<file path="src/rtl/grid_letter_store_if.sv">
// Signal bundle between the crossword cursor/keyboard side, the letter store,
// the VGA text renderer and the answer-check logic.
interface grid_letter_store_if;
   logic [7:0] keycode;
   logic [9:0] highlight_x;
   logic [9:0] highlight_y;
   logic [4:0] rd_addr;
   logic [4:0] rd_data;
   logic       wr_pulse;
   logic [4:0] wr_addr;
   logic [4:0] filled_count;
   logic       grid_full;
   logic       pos_valid;

   modport slave (
      input  keycode, highlight_x, highlight_y, rd_addr,
      output rd_data, wr_pulse, wr_addr, filled_count, grid_full, pos_valid
   );

   modport master (
      output keycode, highlight_x, highlight_y, rd_addr,
      input  rd_data, wr_pulse, wr_addr, filled_count, grid_full, pos_valid
   );
endinterface

</file>
<file path="src/rtl/grid_letter_store.sv">
// 5x5 crossword letter store: decodes the cursor pixel position to a cell,
// commits typed letters/backspaces once per key press, serves a renderer read port.
module grid_letter_store #(
   parameter int X_ORIGIN   = 4,
   parameter int Y_ORIGIN   = 80,
   parameter int CELL_PITCH = 80,
   parameter int GRID_DIM   = 5
) (
   input  logic               clk_i,
   input  logic               rst_i,
   grid_letter_store_if.slave bus
);

   // state   | meaning
   // IDLE    | armed, waiting for a non-zero keycode
   // COMMIT  | single cycle: write captured value into captured cell
   // RELEASE | waiting for keycode == 0 before re-arming
   typedef enum logic [1:0] {IDLE, COMMIT, RELEASE} state_t;

   localparam int NCELL = GRID_DIM * GRID_DIM;

   state_t     state_q;
   logic [4:0] cell_q [NCELL];
   logic [2:0] row_q, col_q;
   logic       pos_valid_q;
   logic [4:0] wr_idx_q, wr_val_q;
   logic [4:0] wr_addr_q;
   logic       wr_pulse_q;
   logic [4:0] count_q, count_d;
   logic       grid_full_q;
   logic [4:0] rd_data_q;

   logic [9:0] dx, dy;
   logic [2:0] row_d, col_d;
   logic       row_hit, col_hit, pos_valid_d;
   logic [4:0] cell_idx;
   logic       key_nz, is_letter, is_bksp;
   logic [4:0] letter_val, old_val;

   // Underflowed subtractions are rejected by the >= guards, not by the chain.
   always_comb begin
      dx      = bus.highlight_x - 10'(X_ORIGIN);
      dy      = bus.highlight_y - 10'(Y_ORIGIN);
      row_d   = '0;
      col_d   = '0;
      row_hit = 1'b0;
      col_hit = 1'b0;
      for (int i = 0; i < GRID_DIM; i++) begin
         if (dx == 10'(i * CELL_PITCH)) begin
            col_d   = 3'(i);
            col_hit = 1'b1;
         end
         if (dy == 10'(i * CELL_PITCH)) begin
            row_d   = 3'(i);
            row_hit = 1'b1;
         end
      end
      pos_valid_d = (bus.highlight_x >= 10'(X_ORIGIN)) && (bus.highlight_y >= 10'(Y_ORIGIN))
                    && col_hit && row_hit;
   end

   always_comb begin
      cell_idx   = 5'(row_q) * 5'd5 + 5'(col_q);
      key_nz     = (bus.keycode != 8'h00);
      is_letter  = (bus.keycode >= 8'h04) && (bus.keycode <= 8'h1D);
      is_bksp    = (bus.keycode == 8'h2A);
      letter_val = 5'(bus.keycode - 8'd3);
      old_val    = cell_q[wr_idx_q];
      count_d    = count_q;
      if ((old_val == 5'd0) && (wr_val_q != 5'd0)) begin
         count_d = count_q + 5'd1;
      end else if ((old_val != 5'd0) && (wr_val_q == 5'd0)) begin
         count_d = count_q - 5'd1;
      end
   end

   always_ff @(posedge clk_i or posedge rst_i) begin
      if (rst_i) begin
         row_q       <= '0;
         col_q       <= '0;
         pos_valid_q <= 1'b0;
      end else begin
         row_q       <= row_d;
         col_q       <= col_d;
         pos_valid_q <= pos_valid_d;
      end
   end

   always_ff @(posedge clk_i or posedge rst_i) begin
      if (rst_i) begin
         state_q     <= RELEASE;
         for (int i = 0; i < NCELL; i++) cell_q[i] <= '0;
         wr_idx_q    <= '0;
         wr_val_q    <= '0;
         wr_addr_q   <= '0;
         wr_pulse_q  <= 1'b0;
         count_q     <= '0;
         grid_full_q <= 1'b0;
      end else begin
         wr_pulse_q <= 1'b0;
         case (state_q)
            IDLE: begin
               if (key_nz) begin
                  if ((is_letter || is_bksp) && pos_valid_q) begin
                     wr_idx_q <= cell_idx;
                     wr_val_q <= is_letter ? letter_val : 5'd0;
                     state_q  <= COMMIT;
                  end else begin
                     state_q  <= RELEASE;
                  end
               end
            end
            COMMIT: begin
               cell_q[wr_idx_q] <= wr_val_q;
               count_q          <= count_d;
               grid_full_q      <= (count_d == 5'(NCELL));
               wr_addr_q        <= wr_idx_q;
               wr_pulse_q       <= 1'b1;
               state_q          <= RELEASE;
            end
            RELEASE: begin
               if (!key_nz) state_q <= IDLE;
            end
            default: state_q <= RELEASE;
         endcase
      end
   end

   // Non-blocking read of the array gives read-before-write against COMMIT.
   always_ff @(posedge clk_i or posedge rst_i) begin
      if (rst_i) begin
         rd_data_q <= '0;
      end else begin
         rd_data_q <= (bus.rd_addr < 5'(NCELL)) ? cell_q[bus.rd_addr] : 5'd0;
      end
   end

   assign bus.rd_data      = rd_data_q;
   assign bus.wr_pulse     = wr_pulse_q;
   assign bus.wr_addr      = wr_addr_q;
   assign bus.filled_count = count_q;
   assign bus.grid_full    = grid_full_q;
   assign bus.pos_valid    = pos_valid_q;

endmodule

</file>
<file path="src/flat_wrapper.sv">
// flat-port wrapper written by rule: the top's interface ports become plain ports
module grid_letter_store_flat 
#(
   parameter int X_ORIGIN   = 4,
   parameter int Y_ORIGIN   = 80,
   parameter int CELL_PITCH = 80,
   parameter int GRID_DIM   = 5
)
  (clk_i, rst_i, bus_keycode, bus_highlight_x, bus_highlight_y, bus_rd_addr, bus_rd_data, bus_wr_pulse, bus_wr_addr, bus_filled_count, bus_grid_full, bus_pos_valid);
  grid_letter_store_if bus_i ();
  input  logic clk_i;
  input  logic rst_i;
  input wire logic [$bits(bus_i.keycode)-1:0] bus_keycode;
  input wire logic [$bits(bus_i.highlight_x)-1:0] bus_highlight_x;
  input wire logic [$bits(bus_i.highlight_y)-1:0] bus_highlight_y;
  input wire logic [$bits(bus_i.rd_addr)-1:0] bus_rd_addr;
  output wire logic [$bits(bus_i.rd_data)-1:0] bus_rd_data;
  output wire logic [$bits(bus_i.wr_pulse)-1:0] bus_wr_pulse;
  output wire logic [$bits(bus_i.wr_addr)-1:0] bus_wr_addr;
  output wire logic [$bits(bus_i.filled_count)-1:0] bus_filled_count;
  output wire logic [$bits(bus_i.grid_full)-1:0] bus_grid_full;
  output wire logic [$bits(bus_i.pos_valid)-1:0] bus_pos_valid;
  assign bus_i.keycode = bus_keycode;
  assign bus_i.highlight_x = bus_highlight_x;
  assign bus_i.highlight_y = bus_highlight_y;
  assign bus_i.rd_addr = bus_rd_addr;
  assign bus_rd_data = bus_i.rd_data;
  assign bus_wr_pulse = bus_i.wr_pulse;
  assign bus_wr_addr = bus_i.wr_addr;
  assign bus_filled_count = bus_i.filled_count;
  assign bus_grid_full = bus_i.grid_full;
  assign bus_pos_valid = bus_i.pos_valid;
  grid_letter_store #(.X_ORIGIN(X_ORIGIN), .Y_ORIGIN(Y_ORIGIN), .CELL_PITCH(CELL_PITCH), .GRID_DIM(GRID_DIM)) u_core (.clk_i(clk_i), .rst_i(rst_i), .bus(bus_i));
endmodule
</file>
<file path="config.mk">
export PLATFORM = sky130hd
export DESIGN_NAME = grid_letter_store_flat
export DESIGN_NICKNAME = d
export VERILOG_FILES = /design/src/rtl/grid_letter_store_if.sv /design/src/rtl/grid_letter_store.sv /design/src/flat_wrapper.sv
export SDC_FILE = /design/constraint.sdc
export NUM_CORES = 1
export LEC_CHECK = 0
export CORE_ASPECT_RATIO = 1.1
export CORE_MARGIN = 2
export CORE_UTILIZATION = 54
export CTS_CLUSTER_SIZE = 8
export DETAILED_ROUTE_END_ITERATION = 12
export PLACE_DENSITY = 0.73
export SYNTH_ARGS = -nofsm -noshare
export SYNTH_HDL_FRONTEND = slang
export SYNTH_SLANG_ARGS = --single-unit
</file>
<file path="constraint.sdc">
create_clock -name clk_i -period 5.65 [get_ports clk_i]
set_clock_uncertainty 0.05 [all_clocks]
set_input_delay 1.13 -clock clk_i [delete_from_list [all_inputs] [get_ports clk_i]]
set_output_delay 1.13 -clock clk_i [all_outputs]
set_load 0.005 [all_outputs]
</file>
==> metrics.yaml, run 1 <==
timing:
  fin_crit_sh: 0.5980
  period_minus_slack_ns: 3.379
  worst_pin_slew_ns: 1.342
  hold_viol: 0
  grt_setup_unrepaired: "false"
  setup_violations: 0
  slew_violations: 0
  max_freq_mhz: 296.0
  max_slew_margin: 0.09825
  layout_setup_ws_ns: 2.271
  fin_setup_tns_ns: 0
logic_synthesis:
  synth_edf_count: 0
  ys_seq_area_frac: 0.4691
  ys_async_sr_fraction: 1.000
  synth.cell_area_sq_mm: 0.008592
  yosysWarningCount: 0
  synthDistinctLibCells: 64
  synth_nets: 771
  ys.flop_type: "dfrtp_1"
  synth_area_per_cell_sq_um: 11.93
  synth_cells: 720
  synth-seq-cells: 161
clock_network:
  tritoncts: "yes"
  clockRootBuffer: "clkbuf_16"
  cts_sinks: 161
  worstSkewPairLatency_ns: 0.44
  cts_resized: 0
  clkTransAtPathRegs_ns: 0.07
  htreeDepth: 4
  cts_hold_buf: 0
  postCtsSetupBuffers: 0
  cts_buffers: 17
  clock_path_buffers: 2
layout:
  n_antenna_cell: 0
  final_common_cell: "dfrtp_1"
  area_growth_syn_to_layout_pct: 14.49
  mostFrequentLayoutCells: "dfrtp_1 (160), mux2_2 (136), nand2_1 (69), clkdlybuf4s50_1 (51), nor2_1 (46)"
  stdcell_area_sq_mm: 0.009837
  drive_above_1_share: 0.2892
  nNetsFinal: 809
  fill_cells: 1197
drt:
  routed_wl_microns: 21320
  ant_nets: 0
  drtIter0Drc: 539
  wl_per_cell_microns: 21.96
  viasPerCell: 6.482
  via_count: 6294
  drc_errors: 0
  dr.pass1.iters: 5
floorplan:
  fp.dieH_microns: 136.3
  num_io_pins: 53
  dieArea_sq_mm: 0.01694
  coreArea_sq_mm: 0.01562
  fp-row-count: 48
  floorplan.initialDensity: 0.5502
  die_x_microns: 124.3
status:
  status: "completed"
setup_path:
  crit_type: "flip-flop to flip-flop"
  worstSetupStartpointType: "flip-flop"
  path_max_fanout: 51
  end_kind: "flip-flop"
  critPathRequiredTime_ns: 5.94
  worstPathArrival_ns: 3.67
global_route:
  grt_max_degree: 77
  grt_pass1_vias: 6462
  grt_remaining_overflow: 0
  grt_use_total: 0.2630
  grt_antenna_before_repair: 0
  grt_pass1_wl_microns: 34710
place:
  placed_cell_area_sq_mm: 0.009241
  io_buffer_count: 52
  routabilityCongestion: 0.8409
  dp_slack_ns: 2.064
  hpwl_microns: 14240
pwr:
  ir_worst_vdd_uv: 228.2
  leakage_nw: 4.553
  powerDensity_mw_per_mm2: 247.2
job:
  maxCapViolations: 0
worst_hold_path:
  hold_class: "flip-flop to flip-flop"
-- path summary, 6_finish.rpt --
| kind | startpoint | end | slack, ns | depth (start not counted) |
|---|---|---|---|---|
| max | u_core.wr_idx_q[1]$_DFFE_PP0P_ | u_core.bus.grid_full$_DFFE_PP0P_ | 2.27 | 9 |
| max reg2reg | u_core.wr_idx_q[1]$_DFFE_PP0P_ | u_core.bus.grid_full$_DFFE_PP0P_ | 2.27 | 9 |
| min in group asynchronous | rst_i | u_core.wr_idx_q[1]$_DFFE_PP0P_ | 1.13 | 2 |
| min | u_core.bus.wr_addr[1]$_DFFE_PP0P_ | u_core.bus.wr_addr[1]$_DFFE_PP0P_ | 0.43 | 2 |
| max in group asynchronous | rst_i | u_core.cell_q[18]$_DFFE_PP0P_ | 3.32 | 3 |
| min reg2reg | u_core.bus.wr_addr[1]$_DFFE_PP0P_ | u_core.bus.wr_addr[1]$_DFFE_PP0P_ | 0.43 | 2 |
-- worst max-delay path, stage by stage (launching register included) --
cell	delay, ns
dfrtp_1	0.32
buf_4	0.51
mux4_2	0.59
a21oi_1	0.15
nand4_1	0.24
nor4_4	0.38
and2_1	0.33
mux2_1	0.21
o2111ai_1	0.12
o41ai_2	0.32
-- area by class of cell --
type                            count  area, sq um  share of cell area
Sequential cell                   161         4030              0.4097
Clock inverter                     13        152.6             0.01552
Clock buffer                       19        442.9             0.04503
Multi-Input combinational cell    506         4328              0.4400
Timing Repair Buffer               62        590.6             0.06004
Inverter                           10        42.54            0.004325
Tap cell                          200        250.2             0.02544
-- where the power goes --
group / internal [mW] / switching, mW
Sequential: 1.16 / 0.000759
Combinational: 0.0477 / 0.0634
Clock: 0.671 / 0.494
-- synthesized netlist by cell type, types with 3 or more instances --
library cell,count,area share
inv_1,10,0.0044
nor3b_1,6,0.0052
mux2i_1,11,0.013
xnor2_1,9,0.0092
dfrtp_1,160,0.47
nor3_1,25,0.015
nand4_1,3,0.0022
clkbuf_1,27,0.012
a211oi_1,7,0.0061
buf_6,3,0.0039
and3_1,3,0.0022
mux2_2,136,0.18
and3b_1,3,0.0031
a21oi_1,24,0.014
o31ai_1,7,0.0061
or3b_1,3,0.0031
nor4_1,12,0.0087
mux4_2,31,0.081
nor2_1,46,0.020
nand2_1,69,0.030
or2_2,3,0.0022
buf_2,7,0.0041
o21ai_1,3,0.0017
nand2b_1,3,0.0022
buf_1,5,0.0022
o21ai_0,21,0.012
nand3_1,7,0.0041
nor4b_1,7,0.0071
xor2_1,6,0.0061
ha_1,15,0.022
nand3b_1,4,0.0035
o211ai_1,6,0.0052
-- per-layer routing --
layer | vias to the layer above | routed length (microns) | global-route usage | share of wire
met5 | - | 0 | 0 | 0
met4 | 0 | 613 | 0.1092 | 0.029
met3 | 48 | 1326 | 0.05037 | 0.062
met2 | 284 | 10630 | 0.4484 | 0.50
met1 | 3216 | 8755 | 0.3327 | 0.41
li1 | 2746 | - | - | -
-- registers in the layout (all words and copies together) (netlist names) --
name                     flops
u_core.bus.grid_full         1
u_core.col_q                 3
u_core.state_q               2
u_core.cell_q              125
u_core.wr_idx_q              5
u_core.bus.pos_valid         1
u_core.bus.filled_count      5
u_core.wr_val_q              5
u_core.row_q                 3
u_core.bus.wr_addr           5
u_core.bus.wr_pulse          1
u_core.bus.rd_data           5
-- kinds of logic after synthesis --
kind of cell               synth area share
and+or+nand+nor                      0.1219
muxes                                0.2736
DFF                                  0.4691
AOI/OAI and AO/OA                   0.06873
buffers and inverters               0.02723
adders and majority gates           0.02417
xor gates and xnor gates            0.01529
-- metrics by stage --
stage / cells / total power [mW] / hold WS, ns / util
after floorplan: 720 / 1.240 / 0.4199 / -
after global placement: 939 / 1.285 / 0.4094 / 0.5918
after detailed placement: 939 / 1.290 / 0.4142 / 0.5918
after CTS: 971 / 2.448 / 0.4308 / 0.6300
after global routing: 971 / 2.512 / 0.4670 / 0.6300
final: 971 / 2.432 / 0.4298 / 0.6300
No activity file was read; power rests on OpenSTA's default activity.
==> run 2: changes to the inputs <==
==> constraint.sdc (replaced) <==
create_clock -name clk_i -period 3.1 [get_ports clk_i]
set_clock_uncertainty 0.05 [all_clocks]
set_input_delay 0.62 -clock clk_i [delete_from_list [all_inputs] [get_ports clk_i]]
set_output_delay 0.62 -clock clk_i [all_outputs]
set_load 0.005 [all_outputs]
==> metrics.yaml, run 2 (synthesis results as in run 1) <==
status:
  status: "completed"
drt:
  drc_errors: 0
  via_count: 6348
  ant_nets: 0
  routed_wl_microns: 21450
  dr.pass1.iters: 4
  drtIter0Drc: 423
  viasPerCell: 6.367
  wl_per_cell_microns: 21.52
setup_path:
  path_max_fanout: 7
  timing.rr.start: "u_core.wr_idx_q[1]$_DFFE_PP0P_"
  worstPathCellList: "clkbuf_2 > buf_4 > o311a_1 > o21ai_1 > nand4_1 > nor4_4 > nor2_2 > o31ai_1 > o2111ai_1 > o41ai_2"
  max_stage_delay_ns: 0.47
  crit_type: "flip-flop to flip-flop"
  r2r_slack_ns: 0.13
  worstSetupStartpointType: "flip-flop"
  end_kind: "flip-flop"
  timing.rr.end: "u_core.bus.grid_full$_DFFE_PP0P_"
  critPathLaunch: "u_core.wr_idx_q[1]$_DFFE_PP0P_"
  worstPathArrival_ns: 3.26
  critPathRequiredTime_ns: 3.39
  crit_slowest_cell: "dfrtp_2"
  cp-endpoint: "u_core.bus.grid_full$_DFFE_PP0P_"
  reg2reg_depth: 10
clock_network:
  cts_hold_buf: 0
  clockRootBuffer: "clkbuf_16"
  clock_path_buffers: 2
  clkTransAtPathRegs_ns: 0.07
  cts_sinks: 161
  htreeDepth: 4
  cts_buffers: 17
  tritoncts: "yes"
  worstSkewPairLatency_ns: 0.44
place:
  hpwl_microns: 14880
  io_buffer_count: 52
  dp_slack_ns: -0.06960
  place_inst: 961
  routabilityCongestion: 0.9144
  placed_cell_area_sq_mm: 0.009455
pwr:
  power_mw: 4.311
  clockPowerShare: 0.462
  powerDensity_mw_per_mm2: 428.0
  p_sw_frac: 0.2316
  seq_power_share: 0.489
  intPower_mw: 3.313
  p_sw_uw: 998.6
  combinationalPowerShare: 0.049
  ir_worst_vdd_uv: 353.5
  leakage_nw: 4.692
floorplan:
  dieArea_sq_mm: 0.01694
  floorplan.initialDensity: 0.5502
  die_x_microns: 124.3
  coreArea_sq_mm: 0.01562
  fp-row-count: 48
  num_io_pins: 53
  fp.dieH_microns: 136.3
job:
  maxCapViolations: 0
layout:
  stdcell_area_sq_mm: 0.01007
  post-route-util: 0.6451
  nNetsFinal: 836
  mostFrequentLayoutCells: "dfrtp_1 (158), mux2_2 (136), nand2_1 (69), clkdlybuf4s50_1 (51), nor2_1 (45)"
  top_register: "u_core.cell_q"
  area_growth_syn_to_layout_pct: 17.24
  fill_cells: 1180
  final_common_cell: "dfrtp_1"
  drive_above_1_share: 0.3225
  final_cells: 997
  largest_register_ff_count: 125
  n_antenna_cell: 0
global_route:
  grt_pass1_wl_microns: 34730
  grt_use_total: 0.2626
  grt_antenna_before_repair: 0
  grt_max_degree: 75
  grt_pass1_vias: 6587
  grt_remaining_overflow: 0
timing:
  fin_crit_sh: 0.9586
  period_minus_slack_ns: 2.972
  worst_pin_slew_ns: 0.5044
  max_slew_margin: 0.6637
  layout_setup_ws_ns: 0.1283
  setup_violations: 0
  hold_viol: 0
  max_freq_mhz: 336.5
  slew_violations: 0
worst_hold_path:
  hold_class: "flip-flop to flip-flop"
run 2: final cells by class:
cell class | instances | area [sq um] | area share
clock buffer | 17 | 425.4 | 0.04223
clock inverter | 14 | 133.9 | 0.01329
inverter | 10 | 41.29 | 0.004099
multi-input combinational | 506 | 4349 | 0.4317
sequential | 161 | 4033 | 0.4003
tap | 200 | 250.2 | 0.02484
timing repair buffer | 89 | 840.8 | 0.08347
run 2: timing repair:
item | CTS | global route
pin swaps | 0 | 2
resized for setup | 1 | 8
endpoints found under the setup margin | 1 | 3
setup buffers | 0 | 5
run 2: layer usage:
metal	GRT usage	part of all wire
met5	0	0
met3	0.04919	0.056
met2	0.4529	0.51
met1	0.3298	0.41
met4	0.1055	0.022
run 2: critical path, delay by kind of cell (launching register included):
kind | cells | cell delay [ns]
AO/OA/AOI/OAI | 5 | 1.24
buffers and inverters | 2 | 0.34
flip-flops | 1 | 0.47
AND/OR/NAND/NOR | 3 | 0.76
run 2: power groups by stage:
stage / Sequential (mW) / Combinational, mW / Clock (mW)
2_1_floorplan: 2.15 / 0.114 / 0
3_3_place_gp: 2.15 / 0.208 / 0
3_5_place_dp: 2.15 / 0.216 / 0
4_1_cts: 2.11 / 0.217 / 2.03
5_1_grt: 2.11 / 0.236 / 2.12
6_report: 2.11 / 0.213 / 1.99
run 2: worst min path at each step:
stage                                       from                                 to  slack [ns]  depth (start not counted)
2_1_floorplan  u_core.bus.wr_addr[2]$_DFFE_PP0P_  u_core.bus.wr_addr[2]$_DFFE_PP0P_        0.42                          2
6_report       u_core.bus.wr_addr[2]$_DFFE_PP0P_  u_core.bus.wr_addr[2]$_DFFE_PP0P_        0.44                          2
4_1_cts        u_core.bus.wr_addr[2]$_DFFE_PP0P_  u_core.bus.wr_addr[2]$_DFFE_PP0P_        0.44                          2
3_3_place_gp   u_core.bus.wr_addr[4]$_DFFE_PP0P_  u_core.bus.wr_addr[4]$_DFFE_PP0P_        0.41                          2
3_5_place_dp   u_core.bus.wr_addr[2]$_DFFE_PP0P_  u_core.bus.wr_addr[2]$_DFFE_PP0P_        0.42                          2
5_1_grt        u_core.bus.wr_addr[2]$_DFFE_PP0P_  u_core.bus.wr_addr[2]$_DFFE_PP0P_        0.46                          2
run 2: through the flow:
step           setup TNS, ns  hold slack [ns]
2_1_floorplan              0           0.4199
3_3_place_gp               0           0.4129
3_5_place_dp        -0.06960           0.4196
4_1_cts                    0           0.4360
5_1_grt            -0.003145           0.4604
6_report                   0           0.4353
==> run 3: changes to the inputs <==
--- a/config.mk
+++ b/config.mk
@@ -11,6 +11,7 @@
 export CTS_CLUSTER_SIZE = 8
 export DETAILED_ROUTE_END_ITERATION = 12
 export PLACE_DENSITY = 0.73
+export SETUP_SLACK_MARGIN = 0.02
 export SYNTH_ARGS = -nofsm -noshare
 export SYNTH_HDL_FRONTEND = slang
 export SYNTH_SLANG_ARGS = --single-unit
==> metrics.yaml, run 3 (synthesis results as in run 1) <==
global_route:
  grt_remaining_overflow: 0
  grt_pass1_vias: 6587
  grt_antenna_before_repair: 0
  grt_use_total: 0.2626
  grt_max_degree: 75
  grt_pass1_wl_microns: 34730
drt:
  ant_nets: 0
  dr.pass1.iters: 5
  drc_errors: 0
  routed_wl_microns: 21400
  via_count: 6288
  drtIter0Drc: 437
  viasPerCell: 6.301
  wl_per_cell_microns: 21.44
layout:
  fill_cells: 1181
  area_growth_syn_to_layout_pct: 17.39
  post-route-util: 0.6459
  drive_above_1_share: 0.3233
  n_antenna_cell: 0
  final_cells: 998
  largest_register_ff_count: 125
  final_common_cell: "dfrtp_1"
  nNetsFinal: 837
  mostFrequentLayoutCells: "dfrtp_1 (158), mux2_2 (136), nand2_1 (69), clkdlybuf4s50_1 (51), nor2_1 (45)"
  top_register: "u_core.cell_q"
timing:
  max_freq_mhz: 338.7
  setup_violations: 0
  fin_crit_sh: 0.9524
  max_slew_margin: 0.6662
  layout_setup_ws_ns: 0.1475
  period_minus_slack_ns: 2.952
  worst_pin_slew_ns: 0.5008
  slew_violations: 0
  hold_viol: 0
  grt_setup_unrepaired: "false"
  fin_setup_tns_ns: 0
floorplan:
  coreArea_sq_mm: 0.01562
  die_x_microns: 124.3
  dieArea_sq_mm: 0.01694
  num_io_pins: 53
  fp.dieH_microns: 136.3
  fp-row-count: 48
  floorplan.initialDensity: 0.5502
pwr:
  clockPowerShare: 0.462
  p_sw_uw: 997.2
  powerDensity_mw_per_mm2: 427.3
  power_mw: 4.310
  combinationalPowerShare: 0.049
  ir_worst_vdd_uv: 351.8
  intPower_mw: 3.313
  seq_power_share: 0.489
  leakage_nw: 4.696
  p_sw_frac: 0.2314
clock_network:
  clkTransAtPathRegs_ns: 0.07
  clockRootBuffer: "clkbuf_16"
  cts_sinks: 161
  htreeDepth: 4
  tritoncts: "yes"
  worstSkewPairLatency_ns: 0.43
  clock_path_buffers: 2
  cts_buffers: 17
worst_hold_path:
  hold_path_depth: 2
  hold_class: "flip-flop to flip-flop"
setup_path:
  timing.rr.end: "u_core.bus.grid_full$_DFFE_PP0P_"
  reg2reg_depth: 11
  crit_slowest_cell: "dfrtp_2"
  worstPathArrival_ns: 3.24
  critPathMostFrequentCell: "buf_4"
  end_kind: "flip-flop"
  crit_type: "flip-flop to flip-flop"
  crit_cells: 11
  worstPathCellList: "clkbuf_2 > buf_4 > o311a_1 > o21ai_1 > nand4_1 > nor4_4 > buf_4 > and2_4 > mux2_1 > o2111ai_1 > o41ai_2"
  worstSetupStartpointType: "flip-flop"
  r2r_slack_ns: 0.15
  cp-endpoint: "u_core.bus.grid_full$_DFFE_PP0P_"
  path_max_fanout: 7
  critPathLaunch: "u_core.wr_idx_q[1]$_DFFE_PP0P_"
  timing.rr.start: "u_core.wr_idx_q[1]$_DFFE_PP0P_"
  path_buf_inv: 3
  max_stage_delay_ns: 0.47
  critPathRequiredTime_ns: 3.39
  cpLargestDelayFamily: "compound AO/OA/AOI/OAI gates"
job:
  maxCapViolations: 0
place:
  dp_slack_ns: -0.06960
  place_inst: 961
  routabilityCongestion: 0.9144
  hpwl_microns: 14880
  io_buffer_count: 52
status:
  status: "completed"
[run 3: worst min-delay path by stage]
stage,start,end,slack (ns)
final,u_core.bus.wr_addr[2]$_DFFE_PP0P_,u_core.bus.wr_addr[2]$_DFFE_PP0P_,0.43
after CTS,u_core.bus.wr_addr[2]$_DFFE_PP0P_,u_core.bus.wr_addr[2]$_DFFE_PP0P_,0.44
after floorplan,u_core.bus.wr_addr[2]$_DFFE_PP0P_,u_core.bus.wr_addr[2]$_DFFE_PP0P_,0.42
after global routing,u_core.bus.wr_addr[2]$_DFFE_PP0P_,u_core.bus.wr_addr[2]$_DFFE_PP0P_,0.46
after detailed placement,u_core.bus.wr_addr[2]$_DFFE_PP0P_,u_core.bus.wr_addr[2]$_DFFE_PP0P_,0.42
after global placement,u_core.bus.wr_addr[4]$_DFFE_PP0P_,u_core.bus.wr_addr[4]$_DFFE_PP0P_,0.41
[run 3: worst register-to-register path: stages, from the launching register on]
cell and delay [ns]:
dfrtp_2 0.47, clkbuf_2 0.19, buf_4 0.16, o311a_1 0.34, o21ai_1 0.18, nand4_1 0.21
nor4_4 0.29, buf_4 0.18, and2_4 0.17, mux2_1 0.15, o2111ai_1 0.13, o41ai_2 0.33
[run 3: what timing repair did]
action / CTS / global route
gates resized for setup: 1 / 9
setup endpoints to repair: 2 / 3
pin swaps: 0 / 3
buffers inserted: 0 / 6
hold buffers: 0 / 0
[run 3: final cells by class]
cell class / instances / area [sq um] / area share
multi-input cells: 506 / 4354 / 0.4317
flip-flops and latches: 161 / 4033 / 0.3998
repair buffers: 90 / 848.3 / 0.08411
clock buffers: 17 / 425.4 / 0.04218
well taps: 200 / 250.2 / 0.02481
clock inverters: 14 / 133.9 / 0.01327
inverters: 10 / 41.29 / 0.004094
[run 3: power groups by stage]
stage               clock network, mW  logic, mW  registers, mW
floorplan                           0      0.114           2.15
global placement                    0      0.208           2.15
detailed placement                  0      0.216           2.15
CTS                              2.03      0.217           2.11
global route                     2.12      0.236           2.11
finish                           1.99      0.213           2.11
[run 3: routing by layer]
layer  routed length, microns  up-vias  track usage
met5                        0        -            0
met4                      513        0       0.1055
met3                     1115       46      0.04919
met2                    10910      213       0.4529
met1                     8856     3235       0.3298
li1                         -     2794            -
[run 3: through the flow]
step	hold WS, ns	area, sq um
after floorplan	0.4199	8596
after global placement	0.4129	9455
after detailed placement	0.4196	9455
after CTS	0.4360	10020
after global routing	0.4604	10090
final	0.4349	10090
